`config.mk`:
```
export PLATFORM = sky130hd
export DESIGN_NAME = alu_md_unit
export DESIGN_NICKNAME = d
export VERILOG_FILES = /design/src/rtl/alu_md_unit_pkg.sv /design/src/rtl/alu_md_unit_div.sv /design/src/rtl/alu_md_unit.sv
export SDC_FILE = /design/constraint.sdc
export NUM_CORES = 2
export LEC_CHECK = 0
export BUFFER_PORTS_ARGS = -buffer_cell sky130_fd_sc_hd__buf_4
export CAP_MARGIN = 20
export CORE_UTILIZATION = 45
export DETAILED_ROUTE_END_ITERATION = 8
export PLACE_DENSITY_LB_ADDON = 0.08
export SYNTH_ARGS = -nofsm -noshare
export SYNTH_HDL_FRONTEND = slang
export SYNTH_SLANG_ARGS = --single-unit
```
`constraint.sdc`:
```
create_clock -name clk_in -period 15.5 [get_ports clk_in]
set_clock_uncertainty 0.2 [all_clocks]
set_input_delay 3.1 -clock clk_in [delete_from_list [all_inputs] [get_ports clk_in]]
set_output_delay 3.1 -clock clk_in [all_outputs]
set_load 0.1 [all_outputs]
```
`src/rtl/alu_md_unit_pkg.sv`:
```
// ============================================================================
// Module      : alu_md_unit_pkg
// Description : Shared op-code table for the integer/mul/div execution unit.
// Revision    : 1.0 - initial release
// ============================================================================
`default_nettype none

package alu_md_unit_pkg;

    localparam int c_OP_CODE_W = 6;

    typedef logic [c_OP_CODE_W-1:0] op_t;

    localparam op_t c_OP_ADD    = 6'd0;
    localparam op_t c_OP_SUB    = 6'd1;
    localparam op_t c_OP_SLL    = 6'd2;
    localparam op_t c_OP_SLT    = 6'd3;
    localparam op_t c_OP_SLTU   = 6'd4;
    localparam op_t c_OP_XOR    = 6'd5;
    localparam op_t c_OP_SRL    = 6'd6;
    localparam op_t c_OP_SRA    = 6'd7;
    localparam op_t c_OP_OR     = 6'd8;
    localparam op_t c_OP_AND    = 6'd9;
    localparam op_t c_OP_ADDI   = 6'd10;
    localparam op_t c_OP_SLTI   = 6'd11;
    localparam op_t c_OP_SLTIU  = 6'd12;
    localparam op_t c_OP_XORI   = 6'd13;
    localparam op_t c_OP_ORI    = 6'd14;
    localparam op_t c_OP_ANDI   = 6'd15;
    localparam op_t c_OP_SLLI   = 6'd16;
    localparam op_t c_OP_SRLI   = 6'd17;
    localparam op_t c_OP_SRAI   = 6'd18;
    localparam op_t c_OP_LUI    = 6'd19;
    localparam op_t c_OP_AUIPC  = 6'd20;
    localparam op_t c_OP_JAL    = 6'd21;
    localparam op_t c_OP_JALR   = 6'd22;
    localparam op_t c_OP_BEQ    = 6'd23;
    localparam op_t c_OP_BNE    = 6'd24;
    localparam op_t c_OP_BLT    = 6'd25;
    localparam op_t c_OP_BGE    = 6'd26;
    localparam op_t c_OP_BLTU   = 6'd27;
    localparam op_t c_OP_BGEU   = 6'd28;
    localparam op_t c_OP_MUL    = 6'd32;
    localparam op_t c_OP_MULH   = 6'd33;
    localparam op_t c_OP_MULHSU = 6'd34;
    localparam op_t c_OP_MULHU  = 6'd35;
    localparam op_t c_OP_DIV    = 6'd36;
    localparam op_t c_OP_DIVU   = 6'd37;
    localparam op_t c_OP_REM    = 6'd38;
    localparam op_t c_OP_REMU   = 6'd39;

    // Divide-class ops occupy one contiguous code range.
    localparam op_t c_OP_DIV_FIRST = c_OP_DIV;
    localparam op_t c_OP_DIV_LAST  = c_OP_REMU;

    function automatic logic is_div(input op_t op);
        return (op >= c_OP_DIV_FIRST) && (op <= c_OP_DIV_LAST);
    endfunction

endpackage

`default_nettype wire

```
`src/rtl/alu_md_unit_div.sv`:
```
// ============================================================================
// Module      : alu_div_iter
// Description : Restoring divider, one quotient bit per enabled cycle.
// Revision    : 1.0 - initial release
// ============================================================================
`default_nettype none

module alu_div_iter #(
    parameter int XLEN = 32
) (
    input  logic            clk,
    input  logic            rst,
    input  logic            i_en,
    input  logic            i_abort,
    input  logic            i_start,
    input  logic            i_signed,
    input  logic            i_rem,
    input  logic [XLEN-1:0] i_dividend,
    input  logic [XLEN-1:0] i_divisor,
    output logic            o_done,
    output logic [XLEN-1:0] o_result
);

    localparam int                 c_CNT_W = $clog2(XLEN) + 1;
    localparam logic [c_CNT_W-1:0] c_LAST  = c_CNT_W'(XLEN - 1);

    logic               r_busy;
    logic [c_CNT_W-1:0] r_cnt;
    logic [XLEN-1:0]    r_rem;
    logic [XLEN-1:0]    r_quo;
    logic [XLEN-1:0]    r_dvs;
    logic               r_neg_q;
    logic               r_neg_r;
    logic               r_sel_rem;

    logic            w_dvd_neg;
    logic            w_dvs_neg;
    logic [XLEN-1:0] w_dvd_mag;
    logic [XLEN-1:0] w_dvs_mag;
    logic [XLEN:0]   w_rem_sh;
    logic [XLEN:0]   w_diff;
    logic            w_fits;
    logic [XLEN-1:0] w_rem_nx;
    logic [XLEN-1:0] w_quo_nx;
    logic [XLEN-1:0] w_q_fix;
    logic [XLEN-1:0] w_r_fix;

    assign w_dvd_neg = i_signed & i_dividend[XLEN-1];
    assign w_dvs_neg = i_signed & i_divisor[XLEN-1];
    assign w_dvd_mag = w_dvd_neg ? -i_dividend : i_dividend;
    assign w_dvs_mag = w_dvs_neg ? -i_divisor  : i_divisor;

    // Partial remainder never exceeds the divisor, so XLEN+1 bits suffice.
    assign w_rem_sh = {r_rem, r_quo[XLEN-1]};
    assign w_diff   = w_rem_sh - {1'b0, r_dvs};
    assign w_fits   = ~w_diff[XLEN];
    assign w_rem_nx = w_fits ? w_diff[XLEN-1:0] : w_rem_sh[XLEN-1:0];
    assign w_quo_nx = {r_quo[XLEN-2:0], w_fits};

    assign w_q_fix  = r_neg_q ? -w_quo_nx : w_quo_nx;
    assign w_r_fix  = r_neg_r ? -w_rem_nx : w_rem_nx;

    assign o_done   = r_busy & (r_cnt == c_LAST);
    assign o_result = r_sel_rem ? w_r_fix : w_q_fix;

    always_ff @(posedge clk) begin
        if (rst) begin
            r_busy    <= 1'b0;
            r_cnt     <= '0;
            r_rem     <= '0;
            r_quo     <= '0;
            r_dvs     <= '0;
            r_neg_q   <= 1'b0;
            r_neg_r   <= 1'b0;
            r_sel_rem <= 1'b0;
        end else if (i_abort) begin
            r_busy <= 1'b0;
        end else if (i_en) begin
            if (i_start) begin
                r_busy    <= 1'b1;
                r_cnt     <= '0;
                r_rem     <= '0;
                r_quo     <= w_dvd_mag;
                r_dvs     <= w_dvs_mag;
                r_neg_q   <= w_dvd_neg ^ w_dvs_neg;
                r_neg_r   <= w_dvd_neg;
                r_sel_rem <= i_rem;
            end else if (r_busy) begin
                r_rem <= w_rem_nx;
                r_quo <= w_quo_nx;
                r_cnt <= r_cnt + c_CNT_W'(1);
                if (o_done) begin
                    r_busy <= 1'b0;
                end
            end
        end
    end

endmodule

`default_nettype wire

```
`src/rtl/alu_md_unit.sv`:
```
// ============================================================================
// Module      : alu_md_unit
// Description : RV32IM execution unit feeding the CDB with registered results.
// Revision    : 1.0 - initial release
// ============================================================================
`default_nettype none

module alu_md_unit
    import alu_md_unit_pkg::*;
#(
    parameter int XLEN    = 32,
    parameter int ENTRY_W = 4,
    parameter int OP_W    = 6
) (
    input  logic               clk_in,
    input  logic               rst_in,
    input  logic               rdy_in,
    input  logic               flush,
    input  logic               issue_valid,
    output logic               issue_ready,
    input  logic [OP_W-1:0]    issue_op,
    input  logic [XLEN-1:0]    issue_vj,
    input  logic [XLEN-1:0]    issue_vk,
    input  logic [XLEN-1:0]    issue_imm,
    input  logic [XLEN-1:0]    issue_pc,
    input  logic [ENTRY_W-1:0] issue_entry,
    output logic               out_valid,
    output logic [XLEN-1:0]    out_result,
    output logic [XLEN-1:0]    out_pc,
    output logic [ENTRY_W-1:0] out_entry
);

    localparam int              c_SH_W        = $clog2(XLEN);
    localparam logic [0:0]      c_ST_IDLE     = 1'b0;
    localparam logic [0:0]      c_ST_DIV_BUSY = 1'b1;
    localparam logic [XLEN-1:0] c_MIN_INT     = {1'b1, {(XLEN-1){1'b0}}};
    localparam logic [XLEN-1:0] c_JALR_MASK   = {{(XLEN-1){1'b1}}, 1'b0};

    logic [0:0]         r_state;
    logic               r_valid;
    logic [XLEN-1:0]    r_result;
    logic [XLEN-1:0]    r_pc;
    logic [ENTRY_W-1:0] r_entry;
    logic [XLEN-1:0]    r_div_pc;
    logic [ENTRY_W-1:0] r_div_entry;

    op_t               w_op;
    logic              w_op_hi_zero;
    logic              w_hs;
    logic              w_use_imm;
    logic [XLEN-1:0]   w_b;
    logic [c_SH_W-1:0] w_shamt;
    logic              w_lt;
    logic              w_ltu;
    logic [XLEN-1:0]   w_pc4;
    logic [XLEN-1:0]   w_pc_imm;
    logic [XLEN-1:0]   w_jalr;
    logic              w_mul_a_s;
    logic              w_mul_b_s;
    logic [2*XLEN-1:0] w_prod;
    logic              w_is_div;
    logic              w_div_signed;
    logic              w_div_rem;
    logic              w_div_zero;
    logic              w_div_ovf;
    logic              w_div_start;
    logic              w_div_done;
    logic [XLEN-1:0]   w_div_result;
    logic [XLEN-1:0]   w_result;
    logic [XLEN-1:0]   w_next_pc;
    logic              w_taken;
    logic              w_known;

    assign w_op         = issue_op[c_OP_CODE_W-1:0];
    assign w_op_hi_zero = ((issue_op >> c_OP_CODE_W) == '0);
    assign issue_ready  = rdy_in & ~rst_in & (r_state == c_ST_IDLE);
    assign w_hs         = issue_valid & issue_ready;

    assign w_use_imm = (w_op >= c_OP_ADDI) && (w_op <= c_OP_SRAI);
    assign w_b       = w_use_imm ? issue_imm : issue_vk;
    assign w_shamt   = w_b[c_SH_W-1:0];
    assign w_lt      = $signed(issue_vj) < $signed(w_b);
    assign w_ltu     = issue_vj < w_b;
    assign w_pc4     = issue_pc + XLEN'(4);
    assign w_pc_imm  = issue_pc + issue_imm;
    assign w_jalr    = issue_vj + issue_imm;

    // Sign-extend both factors to 2*XLEN so one multiplier serves all MUL* ops.
    assign w_mul_a_s = (w_op == c_OP_MULH) || (w_op == c_OP_MULHSU);
    assign w_mul_b_s = (w_op == c_OP_MULH);
    assign w_prod    = {{XLEN{w_mul_a_s & issue_vj[XLEN-1]}}, issue_vj} *
                       {{XLEN{w_mul_b_s & issue_vk[XLEN-1]}}, issue_vk};

    assign w_is_div     = w_op_hi_zero & is_div(w_op);
    assign w_div_signed = (w_op == c_OP_DIV) || (w_op == c_OP_REM);
    assign w_div_rem    = (w_op == c_OP_REM) || (w_op == c_OP_REMU);
    assign w_div_zero   = (issue_vk == '0);
    assign w_div_ovf    = w_div_signed && (issue_vj == c_MIN_INT) && (issue_vk == '1);
    assign w_div_start  = w_hs & w_is_div & ~w_div_zero & ~w_div_ovf & ~flush;

    always_comb begin
        w_result  = '0;
        w_next_pc = w_pc4;
        w_taken   = 1'b0;
        w_known   = w_op_hi_zero;
        case (w_op)
            c_OP_ADD, c_OP_ADDI:   w_result = issue_vj + w_b;
            c_OP_SUB:              w_result = issue_vj - w_b;
            c_OP_SLL, c_OP_SLLI:   w_result = issue_vj << w_shamt;
            c_OP_SLT, c_OP_SLTI:   w_result = {{(XLEN-1){1'b0}}, w_lt};
            c_OP_SLTU, c_OP_SLTIU: w_result = {{(XLEN-1){1'b0}}, w_ltu};
            c_OP_XOR, c_OP_XORI:   w_result = issue_vj ^ w_b;
            c_OP_SRL, c_OP_SRLI:   w_result = issue_vj >> w_shamt;
            c_OP_SRA, c_OP_SRAI:   w_result = $signed(issue_vj) >>> w_shamt;
            c_OP_OR, c_OP_ORI:     w_result = issue_vj | w_b;
            c_OP_AND, c_OP_ANDI:   w_result = issue_vj & w_b;
            c_OP_LUI:              w_result = issue_imm;
            c_OP_AUIPC:            w_result = w_pc_imm;
            c_OP_JAL: begin
                w_result  = w_pc4;
                w_next_pc = w_pc_imm;
            end
            c_OP_JALR: begin
                w_result  = w_pc4;
                w_next_pc = w_jalr & c_JALR_MASK;
            end
            c_OP_BEQ, c_OP_BNE, c_OP_BLT, c_OP_BGE, c_OP_BLTU, c_OP_BGEU: begin
                case (w_op)
                    c_OP_BEQ:  w_taken = (issue_vj == issue_vk);
                    c_OP_BNE:  w_taken = (issue_vj != issue_vk);
                    c_OP_BLT:  w_taken = w_lt;
                    c_OP_BGE:  w_taken = ~w_lt;
                    c_OP_BLTU: w_taken = w_ltu;
                    default:   w_taken = ~w_ltu;
                endcase
                w_result  = {{(XLEN-1){1'b0}}, w_taken};
                w_next_pc = w_taken ? w_pc_imm : w_pc4;
            end
            c_OP_MUL:                           w_result = w_prod[XLEN-1:0];
            c_OP_MULH, c_OP_MULHSU, c_OP_MULHU: w_result = w_prod[2*XLEN-1:XLEN];
            // Only the zero-divisor and overflow shortcuts reach the CDB from here.
            c_OP_DIV, c_OP_DIVU:   w_result = w_div_zero ? '1 : issue_vj;
            c_OP_REM, c_OP_REMU:   w_result = w_div_zero ? issue_vj : '0;
            default:               w_known  = 1'b0;
        endcase
        if (!w_op_hi_zero) begin
            w_result  = '0;
            w_next_pc = w_pc4;
        end
    end

    alu_div_iter #(
        .XLEN (XLEN)
    ) u_div (
        .clk        (clk_in),
        .rst        (rst_in),
        .i_en       (rdy_in),
        .i_abort    (flush),
        .i_start    (w_div_start),
        .i_signed   (w_div_signed),
        .i_rem      (w_div_rem),
        .i_dividend (issue_vj),
        .i_divisor  (issue_vk),
        .o_done     (w_div_done),
        .o_result   (w_div_result)
    );

    always_ff @(posedge clk_in) begin
        if (rst_in) begin
            r_state     <= c_ST_IDLE;
            r_valid     <= 1'b0;
            r_result    <= '0;
            r_pc        <= '0;
            r_entry     <= '0;
            r_div_pc    <= '0;
            r_div_entry <= '0;
        end else if (flush) begin
            r_state <= c_ST_IDLE;
            r_valid <= 1'b0;
        end else if (rdy_in) begin
            r_valid <= 1'b0;
            case (r_state)
                c_ST_IDLE: begin
                    if (w_div_start) begin
                        r_state     <= c_ST_DIV_BUSY;
                        r_div_pc    <= w_pc4;
                        r_div_entry <= issue_entry;
                    end else if (w_hs) begin
                        r_valid  <= 1'b1;
                        r_result <= w_result;
                        r_pc     <= w_next_pc;
                        r_entry  <= issue_entry;
                    end
                end
                default: begin
                    if (w_div_done) begin
                        r_state  <= c_ST_IDLE;
                        r_valid  <= 1'b1;
                        r_result <= w_div_result;
                        r_pc     <= r_div_pc;
                        r_entry  <= r_div_entry;
                    end
                end
            endcase
        end
    end

    // A pending pulse survives a stall and shows once the core is enabled again.
    assign out_valid  = r_valid & rdy_in;
    assign out_result = r_result;
    assign out_pc     = r_pc;
    assign out_entry  = r_entry;

`ifndef SYNTHESIS
    always_ff @(posedge clk_in) begin
        if (!rst_in && !flush && w_hs && !w_known) begin
            $warning("alu_md_unit: unknown opcode %0d, broadcasting zero", issue_op);
        end
    end
`endif

endmodule

`default_nettype wire
```
; Word-level counts from Yosys, hierarchy flattened
; Index checks and enable logic that the tools add are counted.
[classes]
addsub = 11
mux = 41
n_reduce_logical = 30
bitwise = 25
multipliers = 1
eq_ne = 43
n_shift = 3
n_lt_le_gt_ge = 6
[op_table]
columns = op, count
row1 = $mux W32, 22
row2 = $pmux W32 S18, 1
row3 = $neg A32 Y32, 4
row4 = $add A32 B32 Y32, 3
row5 = $pmux W32 S3, 1
row6 = $eq A6 B5 Y1 const B, 14
row7 = $eq A32 B32 Y1 const B, 2
row8 = $lt A32 B32 Y1, 2
row9 = $mul A33 B33 Y64, 1
row10 = $eq A6 B4 Y1 const B, 8
row11 = $eq A6 B6 Y1 const B, 8
row12 = $sub A33 B32 Y33, 1
row13 = $add A32 B3 Y32 const B, 1
row14 = $and A32 B32 Y32, 1
row15 = $eq A32 B32 Y1, 1
row16 = $logic_not A32 Y1, 1
row17 = $ne A32 B32 Y1, 1
row18 = $or A32 B32 Y32, 1
row19 = $shl A32 B5 Y32, 1
row20 = $shr A32 B5 Y32, 1
row21 = $sshr A32 B5 Y32, 1
row22 = $sub A32 B32 Y32, 1
row23 = $xor A32 B32 Y32, 1
row24 = $reduce_or A2 Y1, 13
row25 = 26 further kinds, 69
[word_totals]
input_bits = 143
register_bits = 212
output_inout_bits = 70

; Longest topological paths before layout
[depth]
ltp_word = 12
mapped_depth = 37
ltp_nobuf = 33

; Hierarchy
; Synthesis repeated with hierarchy kept, for this count alone.
[unflattened]
hier_cells = 8439
hier_area_um2 = 67394.6
[by_module_without_submodules]
columns = mod, seq_area_each_um2, n_inst, cells_each, area_each_um2
row1 = alu_md_unit, 2122.0, 1, 7114, 57844.2
row2 = alu_div_iter, 2122.0, 1, 1325, 9550.4

; Worst setup path after synthesis
; OpenSTA, ideal clock, no wires.
[synth_timing]
path_kind = in2reg
startpoint = in issue_op[2]
endpoint = reg r_result[31] (netlist: out_result[31])
arrival_ns = 12.526
path_stages = 34
setup_slack_ns = 2.641
setup_ns = 0.133
cell_sequence = clkbuf_1 -> or2_2 -> nor3b_1 -> and2_1 -> clkbuf_1 -> and3_1 -> clkbuf_1 -> clkbuf_1 -> nand2_1 -> fa_1 -> fa_1 -> inv_1 -> fa_1 -> inv_1 -> fa_1 -> inv_1 -> fa_1 -> fa_1 -> inv_1 -> fa_1 -> fa_1 -> inv_1 -> ha_1 -> a21o_1 -> a21o_1 -> a21o_1 -> a221oi_1 -> o21ai_0 -> nand2_1 -> o211ai_1 -> or4_1 -> a21oi_1 -> a41o_1 -> a311oi_1
[synth_via]
elab_chain_len = 9
word_cells_on_any_way = 84
cone_classes = 2 x add/sub / 1 x mul / 4 x order compare / 37 x eq/ne / 3 x shift / 5 x mux / 10 x bitwise / 22 x reduce/logical
[synth_lines]
columns = element, line_no
row1 = "start, declared", alu_md_unit.sv:21  ; input logic [OP_W-1:0] issue_op,
row2 = branches (longest 9 deep; another with $mul A33 B33 Y64), --
row3 = "end signal, assigned", alu_md_unit.sv:190  ; r_result <= w_result;
row4 = "end signal, assigned", alu_md_unit.sv:199  ; r_result <= w_div_result;
row5 = "end, declared", alu_md_unit.sv:41  ; logic [XLEN-1:0] r_result;
; Several ways; the timed one is not identified. The select of a mux whose other input is x is not followed.
; A chain may end at the register's enable or synchronous reset.

; Worst setup path in the final report
[layout_timing]
startpoint = in issue_op[3]
endpoint = reg r_result[31] (netlist: out_result[31])
; Same word-level chain as after synthesis.

==> impl_metrics.toml <==
[cts]
cts_root_buf = "clkbuf_16"
clock_latency_ps = 560
cts.sinks = 212
postCtsSetupBuffers = 0
cts_buffers = 21
clkTransAtPathRegs_ps = 70
htree_num_levels = 1
cts_tree = "done"
cts.repair.resized = 0
cts_buffer_depth = 3
postCtsHoldBufs = 0

[floorplan]
num_rows = 141
ioPinCount = 213
die-area_sq_um = 151000
start_util_pct = 45.4
chipHeight_um = 388
die_w_um = 388
core_sq_um = 148000

[yosys]
synth_async_sr_flop_share_pct = 0
syn_area_per_cell_sq_um = 8.06
synth.top_cell.area_share_pct = 33.7
syn-num-nets = 10000
synthFlopType = "dfxtp_1"
synth.distinct_cells = 113
ys_seq_area_share_pct = 6.32
ys_ff_latch = 212
synth_area_leaders = "fa_1, ha_1, inv_1, nand2_1, dfxtp_1"
ys_warn_count = 0
synth_largest_area_cell = "fa_1"
netlist_instances = 8328
synth_area_sq_um = 67100
synth_edf_count = 0

[route]
wire_per_inst_um = 30.4
wl_met2_um = 132000
met3_wirelength_um = 30100
vias_per_cell = 6.24
wirelength_um = 307000
post-route-drc-count = 0
met1_length_um = 127000
drtIter0Drc = 6862
ant_nets = 0
top_layer_used = "met5"
routed-via-count = 63000
drtPass1Iterations = 9

[sta]
finalHoldViolCount = 0
clock.fmax_mhz = 73.8
tns_ps = 0
fin_crit_sh_pct = 87.4
worst_slew_margin_rel_pct = 11.9
fin_crit_ps = 13550
rsz0062_at_grt = "no"
slew_viol_final = 0
setup_viol = 0
timing.hold.ws_ps = 259
max_slew.worst_pin.slew_ps = 1320

[final_layout]
fin_nets = 9857
areaGrowthSynthToFinish_pct = 5.37
fillers = 14800
final_cell_mix = "inv_1, nand2_1, fa_1"
layout-drive-gt1-share_pct = 6.33
final_cells = 10100
layout_commonest_cell = "inv_1"

[global_routing]
grt_pass1_vias = 62900
grt_overflow = 0
antenna_found_initial = 37
grt_pass1_wl_um = 445000
grt.total_usage_pct = 40.4
grt_max_degree = 89

[setup_path]
critical_path.startpoint_type = "primary input"
max_stage_delay_ps = 770
cp_slowest_cell = "fa_1"
crit_path_max_fanout = 30
cp.arrival_ps = 13760
cp.required_ps = 15710
crit_type = "in -> reg"
critical_path_buf_inv_count = 9
cp-end-kind = "flip-flop"
crit_family = "adder cells"
crit_path_frequent_cell = "fa_1"

[place]
placed_cells = 10000
place_congestion = 1.09
io_buffers = 212
dpl.hpwl_um = 237000

[hold_path]
hold_path.class = "reg -> reg"

[outcome]
status = "finished clean"

[flow_run]
max_cap_violations = 0
-- layer usage --
metal  GRT usage (%)  vias to the layer above
met5           0.223                        -
met4            19.2                       24
met3            8.39                      699
met2            60.7                     3298
met1            55.3                    32200
li1                -                    26700
-- worst reg2reg max path, stage by stage (launching register included) --
cell and delay [ps]:
dfxtp_1 350, inv_1 70, ha_1 160, inv_1 50, fa_1 440, a21oi_1 320, o211ai_1 290, nand4b_1 340
a211oi_2 140, nor3_1 560, nor2_4 90, inv_2 90, ha_1 220, inv_1 160, o31ai_1 310, xor2_1 430
o21ai_0 240, a211oi_1 440, o211ai_1 230, o31a_1 480, a211oi_1 300, nor3_1 80
-- worst paths after layout --
check / slack (ps) / from / depth (start not counted) / endpoint
setup / recovery: 1950 / issue_op[3] / 34 / out_result[31]
setup reg to reg: 9330 / u_div.r_quo[31] / 21 / out_result[10]
hold / removal: 260 / r_div_pc[1] / 2 / r_div_pc[1]
hold reg to reg: 260 / r_div_pc[1] / 2 / r_div_pc[1]
-- synth_stat cells (157+ instances only) --
cell      instances
ha_1            441
xnor2_1         199
nand2_1        1143
nor2_1          543
a211oi_1        157
and2_1          248
inv_1          1365
mux2i_1         170
fa_1           1130
clkbuf_1        383
o21ai_0         279
dfxtp_1         212
a21oi_1         368
-- cells by family (layout without fill, tap and decap cells) --
family | after synthesis | count (layout) | share of synthesized area (%)
DFF | 212 | 212 | 6.32
and+or+nand+nor | 2503 | 2503 | 17.0
buffers and inverters | 1920 | 1749 | 11.0
xor gates and xnor gates | 318 | 318 | 4.15
adders and majority gates | 1571 | 1571 | 41.9
muxes | 224 | 224 | 3.65
other | 0 | 11 | 0
AOI/OAI and AO/OA | 1580 | 1580 | 16.0
-- area by class of cell --
| cell class | instances | area, sq um | area share (%) |
|---|---|---|---|
| Clock inverter | 11 | 153 | 0.216 |
| Clock buffer | 26 | 574 | 0.812 |
| Inverter | 1374 | 5160 | 7.30 |
| Timing Repair Buffer | 338 | 2530 | 3.58 |
| Multi-Input combinational cell | 6196 | 55600 | 78.6 |
| Tap cell | 1930 | 2410 | 3.41 |
| Antenna cell | 11 | 27.5 | 0.0389 |
| Sequential cell | 212 | 4250 | 6.00 |
-- state kept, by name, summed over array words and instances, names as in the netlist, 6 cells and up --
register	cells
out_result	32
out_pc	32
u_div.r_rem	32
r_div_pc	32
u_div.r_dvs	32
u_div.r_cnt	6
u_div.r_quo	32
-- through the flow --
step	util (%)	cell area (sq um)	setup slack, ps
2_1_floorplan	-	67100	2640
4_1_cts	47.8	70700	2000
3_3_place_gp	47.3	70000	1600
3_5_place_dp	47.3	70000	1480
6_report	47.9	70800	1950
5_1_grt	47.8	70700	1530
Power is left out: the tool's default activity adds up to more than one toggle a clock period on the data nets, which glitch-free logic cannot reach.
